===== config.mk =====
export PLATFORM = sky130hd
export DESIGN_NAME = gf2m_digit_serial_mult
export DESIGN_NICKNAME = d
export VERILOG_FILES = /design/src/rtl/gf2m_digit_serial_mult.sv
export SDC_FILE = /design/constraint.sdc
export NUM_CORES = 1
export LEC_CHECK = 0
export ABC_AREA = 1
export BUFFER_PORTS_ARGS = -buffer_cell sky130_fd_sc_hd__buf_2
export CAP_MARGIN = 20
export CELL_PAD_IN_SITES_DETAIL_PLACEMENT = 0
export CELL_PAD_IN_SITES_GLOBAL_PLACEMENT = 1
export CORE_MARGIN = 2
export CORE_UTILIZATION = 40
export CTS_CLUSTER_DIAMETER = 150
export DETAILED_ROUTE_END_ITERATION = 7
export PLACE_DENSITY = 0.87
export SLEW_MARGIN = 20
export SYNTH_ARGS = -nofsm -noshare
export SYNTH_HDL_FRONTEND = slang
export SYNTH_SLANG_ARGS = --single-unit

===== constraint.sdc =====
create_clock -name clk -period 1.5 [get_ports clk]
set_input_delay 0.225 -clock clk [delete_from_list [all_inputs] [get_ports clk]]
set_output_delay 0.225 -clock clk [all_outputs]
set_load 0.01 [all_outputs]

===== src/rtl/gf2m_digit_serial_mult.sv =====
// Digit-serial GF(2^M) multiplier: c = a*b mod (x^M + POLY).
// Consumes D bits of b per cycle, MSB digit first, with a valid/ready handshake.
module gf2m_digit_serial_mult #(
  parameter int          M    = 8,
  parameter int          D    = 2,
  parameter logic [M-1:0] POLY = M'(8'h1B)
) (
  input  logic         clk,
  input  logic         rst,
  input  logic         in_valid,
  output logic         in_ready,
  input  logic [M-1:0] a,
  input  logic [M-1:0] b,
  output logic         out_valid,
  input  logic         out_ready,
  output logic [M-1:0] c,
  output logic         busy
);

  localparam int N  = (M + D - 1) / D;
  localparam int NW = N * D;
  localparam int CW = (N > 1) ? $clog2(N) : 1;

  typedef enum logic [1:0] {
    IDLE,
    BUSY,
    DONE
  } state_t;

  state_t         state;
  logic [M-1:0]   a_r;
  logic [NW-1:0]  b_r;
  logic [M-1:0]   acc;
  logic [CW-1:0]  cnt;
  logic [D-1:0]   dig;
  logic [M-1:0]   nxt;

  // One multiply-by-x step with reduction by f(x).
  function automatic logic [M-1:0] xt(
    input logic [M-1:0] v
  );
    xt = {v[M-2:0], 1'b0} ^ (v[M-1] ? POLY : '0);
  endfunction

  // b_r shifts left each digit, so the active digit is always on top.
  assign dig = b_r[NW-1 -: D];

  always_comb begin
    logic [M-1:0] sh;
    logic [M-1:0] ap;
    logic [M-1:0] prod;
    sh   = acc;
    ap   = a_r;
    prod = '0;
    for (int i = 0; i < D; i++) begin
      sh = xt(sh);
      if (dig[i]) prod = prod ^ ap;
      ap = xt(ap);
    end
    nxt = sh ^ prod;
  end

  always_ff @(posedge clk) begin
    if (rst) begin
      state     <= IDLE;
      in_ready  <= 1'b1;
      out_valid <= 1'b0;
      busy      <= 1'b0;
      c         <= '0;
      cnt       <= '0;
      acc       <= '0;
      a_r       <= '0;
      b_r       <= '0;
    end else begin
      unique case (state)
        IDLE: begin
          if (in_valid) begin
            a_r      <= a;
            b_r      <= NW'(b);
            acc      <= '0;
            cnt      <= '0;
            in_ready <= 1'b0;
            busy     <= 1'b1;
            state    <= BUSY;
          end
        end
        BUSY: begin
          acc <= nxt;
          b_r <= b_r << D;
          cnt <= cnt + 1'b1;
          if (cnt == CW'(N - 1)) begin
            c         <= nxt;
            out_valid <= 1'b1;
            busy      <= 1'b0;
            state     <= DONE;
          end
        end
        DONE: begin
          if (out_ready) begin
            out_valid <= 1'b0;
            in_ready  <= 1'b1;
            state     <= IDLE;
          end
        end
        default: begin
          state     <= IDLE;
          in_ready  <= 1'b1;
          out_valid <= 1'b0;
          busy      <= 1'b0;
        end
      endcase
    end
  end

endmodule


### Yosys cells after proc, flatten, opt, wreduce, memory -nomap -nowiden

Index checks and enable logic that the tools add are counted.

* flip-flop bits (word level): 39
* input bits: 20
* output and inout port bits: 11
* logic and storage cells: 57

* add/subtract/negate cells: 1
* equality and inequality tests: 6
* mux-type cells: 24
* bitwise gates (word level): 8
* reductions and logical operators: 9

Operators with widths (number)
* two-way mux 8 bit: 4
* case mux 8 bit (2 select lines): 2
* bitwise XOR 8 x 5 -> 8 bit: 3
* bitwise XOR 8 bit: 2
* two-way mux 5 bit: 3
* AND reduction 3 bit: 4
* case mux 1 bit (3 select lines): 3
* two-way mux 2 bit: 4
* two-way mux 1 bit: 6
* != test 2 bit, second input constant: 3
* case mux 2 bit (3 select lines): 1
* AND reduction 2 bit: 3
* == test 2 bit, second input constant: 2
* case mux 2 bit (2 select lines): 1
* NOT 1 bit: 3
* adder 2 x 1 -> 2 bit, second input constant: 1
* == test 2 x 1 -> 1 bit, second input constant: 1
* logical NOT 2 bit: 1
* nonzero test 2 bit: 1

### Logic depth before layout (Yosys ltp)

Gate-level depths: netlist of the first run.

* word-level depth: 6
* mapped depth: 11
* mapped depth without buffers: 10

### Worst setup path after synthesis of the first run

No wires, ideal clock.

* kind: register -> register
* from: register cnt[0]
* to: register c[0]
* setup time: 114 ps
* arrival: 1004 ps
* data required time: 1386 ps
* path slack: 383 ps
* stages on the path, launching flop included: 8
* buffers on the path: 1
* period minus slack after synthesis: 1117 ps
* cell sequence: dfxtp_1 ha_1 inv_1 nor2_1 buf_4 o21ai_0 o21bai_1 inv_1

* longest elaborated chain between the ends: 2

RTL lines
* from (decl): RTL line 34 `logic [CW-1:0] cnt;`
* from (signal assigned): RTL line 90 `cnt <= cnt + 1'b1;`
* == test 2 bit: RTL line 91 `if (cnt == CW'(N - 1)) begin`
* AND reduction 2 bit (no source line)
* to (signal assigned): RTL line 92 `c <= nxt;`
* to (decl): RTL line 16 `output logic [M-1:0] c,`

No other way between the ends.
A chain may end at the register's enable or synchronous reset.

### Final worst setup path of the first run

* from: register state[1]
* to: register c[7]

* longest elaborated chain between the ends: 2

RTL lines
* from (decl): RTL line 30 `state_t state;`
* from (signal assigned): RTL line 65 `state <= IDLE;`
* from (signal assigned): RTL line 84 `state <= BUSY;`
* from (signal assigned): RTL line 95 `state <= DONE;`
* == test 2 x 1 -> 1 bit: RTL line 75 `unique case (state)`
* AND reduction 2 bit (no source line)

No other way between the ends.

==> flow_metrics.env, run 1 <==
export IMPL_worst_pin_slew_ns=0.510
export IMPL_fp_dieW_um=74.1
export IMPL_clockBufferDepth=2
export IMPL_p_leak_nw=1.02
export IMPL_finalCritPeriodShare_pct=89.6
export IMPL_syn2layout_area_growth_pct=13.7
export IMPL_core_area_um2=4720
export IMPL_criticalPathCategory="flip-flop to flip-flop"
export IMPL_cpPeakStageDelay_ns=0.37
export IMPL_synthArstFlopShare_pct=0
export IMPL_numPortBuffers=30
export IMPL_rsz0062_at_grt="no"
export IMPL_design_area_um2=2240
export IMPL_postCtsResizedCells=0
export IMPL_period_minus_slack_ns=1.34
export IMPL_cts_root_buf="clkbuf_8"
export IMPL_ys_warnings_count=0
export IMPL_first_global_vias=1554
export IMPL_die_area_um2=5500
export IMPL_final_util_pct=47.4
export IMPL_max_cap_violations=0
export IMPL_insertion_delay_ns=0.29
export IMPL_synthesis_instances=266
export IMPL_drtIter0Drc=95
export IMPL_drtPass1Iterations=4
export IMPL_tns_ns=0
export IMPL_slew_violations=0
export IMPL_initial_core_util_pct=41.7
export IMPL_dpl_cell_area_um2=2130
export IMPL_ir_drop_v=0.000674
export IMPL_slew_limit_headroom_pct=66.0
export IMPL_hpwl_mm=3.06
export IMPL_netlist_cell_type_count=28
export IMPL_hold_buffers=0
export IMPL_viasPerCell=4.66
export IMPL_postRouteAntennaNets=0
export IMPL_gp_congestion=0.820
export IMPL_cp_slowest_cell="dfxtp_1"
export IMPL_grt_overflow=0
export IMPL_diodes=0
export IMPL_cts_buffers=5
export IMPL_critPathArrivalTime_ns=1.53
export IMPL_startpoint_type="flip-flop"
export IMPL_cp_required_ns=1.69
export IMPL_crit_fanout=12
export IMPL_hold_viol_final=0
export IMPL_finalSetupViolations=0
export IMPL_yosysSeqAreaShare_pct=39.7
export IMPL_grtUsageTotal_pct=16.8
export IMPL_status="completed"
export IMPL_cts_tree="built"
export IMPL_pwr_density_cell_nw_per_um2=1040
export IMPL_crit_chain="inv_2, nand2_2, nor2_1, buf_4, o21ai_0, o21bai_1, inv_1"
export IMPL_numClockSinks=39
export IMPL_layout_nets=315
export IMPL_syn_area_um2=1970
export IMPL_pin_count=31
export IMPL_clock_skew_final_ns=0.0122
export IMPL_grt_max_degree=21
export IMPL_wl_per_cell_um=11.3
export IMPL_vias=1683
export IMPL_cts_clk_slew_worst_paths_ns=0.08
export IMPL_fp_dieH_um=74.1
export IMPL_drc_errors=0
export IMPL_htreeDepth=2
export IMPL_fmax_ghz=0.744
export IMPL_ys_flop_type="dfxtp_1"
export IMPL_syn_nets=287
export IMPL_antenna_found_initial=0
export IMPL_grt_pass1_wl_mm=7.01
export IMPL_routed_wl_mm=4.07
export IMPL_nFillCells=487
export IMPL_critPathCaptureType="flip-flop"
export IMPL_final_layout_size_suffix_gt1_share_pct=22.1
export IMPL_num_rows=25
export IMPL_synth_edf_count=0
export IMPL_hold_class="input port to flip-flop"
export IMPL_final_common_cell="nand2_1"
export IMPL_avgSynthCellArea_um2=7.40
export IMPL_postCtsSetupBuffers=0
export IMPL_layout_common_cells="70 x nand2_1, 39 x dfxtp_1, 30 x buf_2"
export IMPL_synth_seq_cells=39
-- cell families after synthesis --
| kind of cell | share of synthesized area (%) |
|---|---|
| adder cells (fa/ha/maj) | 0.636 |
| XOR/XNOR | 5.21 |
| buffers and inverters | 10.2 |
| AO/OA/AOI/OAI | 18.4 |
| flip-flops | 39.7 |
| AND/OR/NAND/NOR | 25.9 |
-- through the flow --
stage | total power (W) | std cells | setup WS [ns] | hold slack, ns
2_1_floorplan | 0.00144 | 266 | 0.383 | 0.374
3_3_place_gp | 0.00151 | 354 | 0.241 | 0.428
3_5_place_dp | 0.00151 | 354 | 0.188 | 0.440
4_1_cts | 0.00235 | 361 | 0.158 | 0.173
5_1_grt | 0.00244 | 361 | 0.0466 | 0.192
6_report | 0.00232 | 361 | 0.156 | 0.179
-- synth_stat cells (all sizes together), types with 2 or more instances --
| library cell | n | area share [%] |
|---|---|---|
| dfxtp | 39 | 40 |
| nand4 | 2 | 0.64 |
| a31oi | 4 | 1.3 |
| o21a | 2 | 0.76 |
| nand2 | 77 | 17 |
| a21oi | 29 | 9.1 |
| xor2 | 2 | 0.89 |
| o21ai | 21 | 5.3 |
| inv | 27 | 5.3 |
| nor2 | 17 | 3.4 |
| xnor2 | 8 | 4.3 |
| o21bai | 5 | 1.9 |
| nand3 | 17 | 4.6 |
| buf | 10 | 4.4 |
| clkbuf | 3 | 0.57 |
-- worst paths after layout --
path / cells after the start / start / slack [ns] / endpoint
worst max-delay path: 7 / state[1] / 0.16 / c[7]
worst max register to register: 7 / state[1] / 0.16 / c[7]
worst min register to register: 2 / in_ready / 0.45 / in_ready
worst min-delay path: 3 / b[0] / 0.18 / b_r[0]
-- layer usage --
| metal | wire length [um] | GRT usage, % | up-vias |
|---|---|---|---|
| met3 | 161 | 3.79 | 7 |
| met5 | 0 | 0 | - |
| met4 | 59 | 6.06 | 0 |
| met2 | 1960 | 29.1 | 31 |
| met1 | 1890 | 20.4 | 733 |
| li1 | - | - | 912 |
-- report_power, final --
| group | switching (W) | internal, W | total, W |
|---|---|---|---|
| logic | 0.000213 | 0.000127 | 0.000341 |
| registers | 0.0000484 | 0.00109 | 0.00114 |
| clock network | 0.000354 | 0.000488 | 0.000841 |
-- sequential cells by signal, summed over array words and instances, names as in the netlist --
register / flops
a_r: 8
acc: 8
b_r: 8
c: 8
cnt: 2
state: 2
busy: 1
in_ready: 1
out_valid: 1
-- worst max-delay path: cells and delay by family, from the launching register on --
kind            cells  cell delay (ns)
flops               1             0.37
compound gates      2             0.29
simple gates        2             0.31
buf+inv             3             0.27
-- area by class of cell --
class	count	area [um^2]	area share, %
Inverter	27	104	4.64
Clock buffer	6	72.6	3.24
Multi-Input combinational cell	187	986	44.1
Sequential cell	39	781	34.9
Clock inverter	1	30.0	1.34
Tap cell	67	83.8	3.75
Timing Repair Buffer	34	180	8.05
No activity file was read; power rests on OpenSTA's default activity.
==> inputs of run 2 (changes only) <==
Clock period 1.5 ns to 1.39 ns, I/O delays scaled along.
==> flow_metrics.env, run 2 (synthesized netlist as in run 1, its figures left out) <==
export IMPL_viasPerCell=4.70
export IMPL_cts_buffers=5
export IMPL_crit_buf_inv=3
export IMPL_drc_errors=0
export IMPL_finalCritPeriodShare_pct=91.1
export IMPL_slew_limit_headroom_pct=81.9
export IMPL_reg2reg_slack_ns=0.12
export IMPL_tns_ns=0
export IMPL_slew_violations=0
export IMPL_gp_congestion=0.792
export IMPL_wl_met1_mm=2.05
export IMPL_fmax_ghz=0.790
export IMPL_grt_max_degree=21
export IMPL_grt_overflow=0
export IMPL_hold_viol_final=0
export IMPL_core_area_um2=4720
export IMPL_fp_dieW_um=74.1
export IMPL_cp_startpoint="cnt[0]"
export IMPL_period_minus_slack_ns=1.27
export IMPL_critPathArrivalTime_ns=1.45
export IMPL_final_layout_size_suffix_gt1_share_pct=23.3
export IMPL_critPathCaptureType="flip-flop"
export IMPL_insertion_delay_ns=0.29
export IMPL_rsz0062_at_grt="no"
export IMPL_htreeDepth=2
export IMPL_grtUsageTotal_pct=17.4
export IMPL_numPortBuffers=30
export IMPL_clock_skew_final_ns=0.00274
export IMPL_cts_tree="built"
export IMPL_layout_common_cells="70 x nand2_1, 39 x dfxtp_1, 30 x buf_2"
export IMPL_syn2layout_area_growth_pct=14.6
export IMPL_startpoint_type="flip-flop"
export IMPL_status="completed"
export IMPL_max_cap_violations=0
export IMPL_hold_buffers=0
export IMPL_layout_nets=320
export IMPL_dr_wl_met3_um=142
export IMPL_pwr_density_cell_nw_per_um2=1050
export IMPL_fp_dieH_um=74.1
export IMPL_met2WireLength_mm=1.97
export IMPL_antenna_found_initial=0
export IMPL_grt_pass1_wl_mm=7.29
export IMPL_postCtsResizedCells=0
export IMPL_hold_start="a[0]"
export IMPL_routed_wl_mm=4.22
export IMPL_regToRegStartpoint="cnt[0]"
export IMPL_cts_clk_slew_worst_paths_ns=0.08
export IMPL_ir_drop_v=0.000614
export IMPL_final_util_pct=47.8
export IMPL_postRouteAntennaNets=0
export IMPL_hold_class="input port to flip-flop"
export IMPL_final_common_cell="nand2_1"
export IMPL_finalSetupViolations=0
export IMPL_num_rows=25
export IMPL_wl_per_cell_um=11.5
export IMPL_drtIter0Drc=85
export IMPL_pin_count=31
export IMPL_cp_required_ns=1.58
export IMPL_worst_pin_slew_ns=0.271
export IMPL_postCtsSetupBuffers=0
export IMPL_highest_layer="met4"
export IMPL_crit_fanout=10
export IMPL_vias=1725
export IMPL_crit_chain="ha_1, inv_1, nor2_1, buf_4, o21ai_0, o21bai_1, inv_1"
export IMPL_clockBufferDepth=2
export IMPL_hpwl_mm=3.15
export IMPL_initial_core_util_pct=41.7
export IMPL_numClockSinks=39
export IMPL_cp_slowest_cell="dfxtp_1"
export IMPL_p_leak_nw=1.04
export IMPL_drtPass1Iterations=4
export IMPL_criticalPathCategory="flip-flop to flip-flop"
export IMPL_diodes=0
export IMPL_die_area_um2=5500
export IMPL_first_global_vias=1609
export IMPL_crit_path_frequent_cell="inv_1"
export IMPL_cpPeakStageDelay_ns=0.33
export IMPL_cts_root_buf="clkbuf_8"
export IMPL_cp_top_family="flip-flops"
## run 2: changes by cell type in the layout (fill, tap and decap cells not counted), sizes merged
cell	change
clkinv	+1
buf	+5
clkbuf	+1
bufinv	-1
## run 2: power by group
part / switching, W / internal, W / total (W)
registers: 0.0000525 / 0.00118 / 0.00123
logic: 0.000236 / 0.000152 / 0.000388
clock network: 0.000392 / 0.000352 / 0.000745
total: 0.000681 / 0.00168 / 0.00237
## run 2: final cells by class
class / count / area (um^2)
clock buffer: 7 / 76.3
clock inverter: 1 / 5.00
fill: 502 / 2470
inverter: 27 / 106
multi-input combinational: 187 / 986
sequential: 39 / 781
tap: 67 / 83.8
timing repair buffer: 39 / 218
## run 2: per-stage QoR
stage	hold WS, ns	instances	setup WS [ns]	instance area (um^2)	power (W)
after floorplan	0.357	266	0.273	1970	0.00155
after global placement	0.425	359	0.0893	2170	0.00164
after detailed placement	0.427	359	0.119	2170	0.00165
after CTS	0.158	367	0.115	2250	0.00239
after global routing	0.170	367	0.00319	2260	0.00249
final	0.163	367	0.124	2260	0.00237
## run 2: worst min-delay path: cells and delay by family
kind            cells  cell delay, ns
compound gates      1            0.07
buf+inv             1            0.07
simple gates        1            0.07
## run 2: worst paths after layout
check / endpoint / cells past startpoint
worst max-delay path: c[0] / 7
worst min-delay path: a_r[0] / 3
worst max register to register: c[0] / 7
worst min register to register: in_ready / 2
## run 2: routing by layer
| layer | up-vias | track usage, % |
|---|---|---|
| met2 | 28 | 28.6 |
| met1 | 775 | 22.6 |
| li1 | 917 | - |
| met5 | - | 0 |
| met4 | 0 | 5.45 |
| met3 | 5 | 4.07 |
==> inputs of run 3 (changes only) <==
Settings changed: ABC_AREA 1 to unset, PLACE_DENSITY 0.87 to 0.86.
==> flow_metrics.env, run 3 <==
export IMPL_ys_flop_type="dfxtp_1"
export IMPL_hold_depth=3
export IMPL_startpoint_type="flip-flop"
export IMPL_syn_nets=235
export IMPL_criticalPathCategory="flip-flop to flip-flop"
export IMPL_cp_slowest_cell="dfxtp_4"
export IMPL_synth_mux_area_share_pct=0
export IMPL_postRouteAntennaNets=0
export IMPL_clockBufferDepth=2
export IMPL_grt_max_degree=38
export IMPL_pwr_density_cell_nw_per_um2=1080
export IMPL_synthAdderAreaFrac_pct=0.702
export IMPL_drtPass1Iterations=4
export IMPL_final_layout_size_suffix_gt1_share_pct=30.9
export IMPL_critPathCaptureType="flip-flop"
export IMPL_pin_count=31
export IMPL_critPathArrivalTime_ns=1.61
export IMPL_cts_root_buf="clkbuf_8"
export IMPL_synth_top_area_cell="dfxtp_1"
export IMPL_htreeDepth=2
export IMPL_yosysSeqAreaShare_pct=43.8
export IMPL_gp_congestion=0.760
export IMPL_die_area_um2=5000
export IMPL_fp_dieW_um=70.7
export IMPL_slew_violations=0
export IMPL_drc_errors=0
export IMPL_synth_xor_area_share_pct=13.2
export IMPL_yosysMostFrequentCell="nand2_1"
export IMPL_period_minus_slack_ns=1.43
export IMPL_hold_viol_final=0
export IMPL_synth_simple_area_share_pct=23.4
export IMPL_layout_common_cells="56 x nand2_1, 33 x dfxtp_1, 30 x buf_2"
export IMPL_synth_compound_area_share_pct=14.3
export IMPL_routed_wl_mm=4.07
export IMPL_synth_seq_cells=39
export IMPL_yosys_top_cells_count="56 x nand2_1, 39 x dfxtp_1, 26 x nor2_1"
export IMPL_hpwl_mm=2.86
export IMPL_drtIter0Drc=75
export IMPL_avgSynthCellArea_um2=8.33
export IMPL_layout_nets=279
export IMPL_r2r_cells=4
export IMPL_max_cap_violations=0
export IMPL_fp_dieH_um=70.7
export IMPL_cp_top_family="XOR/XNOR gates"
export IMPL_switching_share_pct=26.3
export IMPL_cts_buffers=5
export IMPL_antenna_found_initial=0
export IMPL_first_global_vias=1454
export IMPL_final_util_pct=52.9
export IMPL_diodes=0
export IMPL_numPortBuffers=30
export IMPL_insertion_delay_ns=0.30
export IMPL_slew_limit_headroom_pct=66.9
export IMPL_yosysTopAreaCellShare_pct=43.8
export IMPL_initial_core_util_pct=41.2
export IMPL_power_frac_comb_pct=16.0
export IMPL_synth_top_family_by_area="simple AND/OR/NAND/NOR gates"
export IMPL_grtUsageTotal_pct=17.0
export IMPL_cpPeakStageDelay_ns=0.38
export IMPL_synth_area_top_cells="dfxtp_1 44%, nand2_1 12%, nor2_1 5.5%"
export IMPL_synthArstFlopShare_pct=0
export IMPL_grt_overflow=0
export IMPL_core_area_um2=4320
export IMPL_synthesis_instances=214
export IMPL_p_leak_nw=1.02
export IMPL_crit_fanout=4
export IMPL_grt_pass1_wl_mm=6.69
export IMPL_fin_hold_ws_ns=0.134
export IMPL_syn_area_um2=1780
export IMPL_clkPwrFrac_pct=34.7
export IMPL_num_rows=24
export IMPL_rsz0062_at_grt="yes"
export IMPL_nFillCells=436
export IMPL_tns_ns=-0.0397
export IMPL_ir_drop_v=0.000611
export IMPL_wl_per_cell_um=13.1
export IMPL_fmax_ghz=0.699
export IMPL_ys_warnings_count=0
export IMPL_fin_ws_ns=-0.0397
export IMPL_numClockSinks=39
export IMPL_path_depth=4
export IMPL_viasPerCell=4.98
export IMPL_clock_skew_final_ns=0.00916
export IMPL_crit_buf_inv=0
export IMPL_netlist_cell_type_count=35
export IMPL_status="finished, violations left"
export IMPL_hold_class="input port to flip-flop"
export IMPL_cts_tree="built"
export IMPL_dpl_cell_area_um2=2090
export IMPL_design_area_um2=2290
export IMPL_syn2layout_area_growth_pct=28.4
export IMPL_p_int_w=0.00182
export IMPL_worst_pin_slew_ns=0.496
export IMPL_synth_edf_count=0
export IMPL_hold_buffers=0
export IMPL_finalCritPeriodShare_pct=103
export IMPL_finalSetupViolations=1
export IMPL_crit_chain="xnor2_4, xor3_2, and4_4, a311o_1"
export IMPL_vias=1548
export IMPL_p_total_w=0.00246
export IMPL_p_sw_w=0.000649
export IMPL_final_common_cell="nand2_1"
export IMPL_p_seq_share_pct=49.3
export IMPL_cts_clk_slew_worst_paths_ns=0.08
export IMPL_violations="setup timing"
export IMPL_cp_required_ns=1.57
run 3: changes by cell type after synthesis, moves of 5 or more:
cell and delta:
a311oi_1 +6, a22oi_1 +7, nand2_1 -14, a21oi_2 -9, nand3_1 -13, inv_1 -20, clkbuf_1 +7, o21ai_0 -18
buf_6 -5, nor2_1 +10
run 3: worst paths after layout:
path / startpoint / endpoint / slack (ns)
min: a[4] / a_r[4] / 0.13
min reg2reg: c[0] / c[0] / 0.45
max: acc[7] / c[4] / -0.04
max reg2reg: acc[7] / c[4] / -0.04
run 3: timing repair:
item / in CTS / in global routing
endpoints found under the setup margin: 15 / 25
gates cloned: 1 / 0
endpoints found under the hold margin: 0 / 0
setup buffers: 2 / 3
pin swaps: 1 / 4
gates resized for setup: 4 / 13
run 3: worst reg2reg max path, cell delays in order (launching register included):
cell	delay (ns)
dfxtp_4	0.38
xnor2_4	0.18
xor3_2	0.31
and4_4	0.19
a311o_1	0.26
run 3: area by class of cell:
| cell class | instances | area (um^2) | area share [%] |
|---|---|---|---|
| clock buffers | 7 | 96.3 | 4.21 |
| clock inverters | 1 | 7.51 | 0.328 |
| inverters | 2 | 7.51 | 0.328 |
| multi-input cells | 157 | 982 | 42.9 |
| flip-flops and latches | 39 | 791 | 34.6 |
| well taps | 52 | 65.1 | 2.84 |
| repair buffers | 53 | 339 | 14.8 |
run 3: kinds of logic after synthesis:
logic type | count (synthesis)
XOR/XNOR | 17
AND/OR/NAND/NOR | 99
buffers and inverters | 19
AO/OA/AOI/OAI | 39
flip-flops | 39
adder cells (fa/ha/maj) | 1
run 3: stage by stage:
step           setup slack (ns)  cells
4_1_cts                 -0.0513    308
6_report                -0.0397    311
2_1_floorplan           -0.0496    214
3_5_place_dp             -0.106    297
3_3_place_gp            -0.0241    297
5_1_grt                 -0.0715    311
run 3: metal layers:
layer | vias to the layer above | part of all wire (%) | track usage, %
li1 | 805 | - | -
met1 | 702 | 46 | 22.1
met2 | 34 | 48 | 27.7
met3 | 7 | 4.4 | 3.42
met4 | 0 | 1.3 | 6.92
met5 | - | 0 | 0
run 3: power groups by stage:
stage	logic (W)	clock network, W	registers (W)
2_1_floorplan	0.000252	0	0.00123
3_3_place_gp	0.000347	0	0.00124
3_5_place_dp	0.000353	0	0.00124
4_1_cts	0.000374	0.000872	0.00121
5_1_grt	0.000436	0.000907	0.00122
6_report	0.000394	0.000855	0.00122
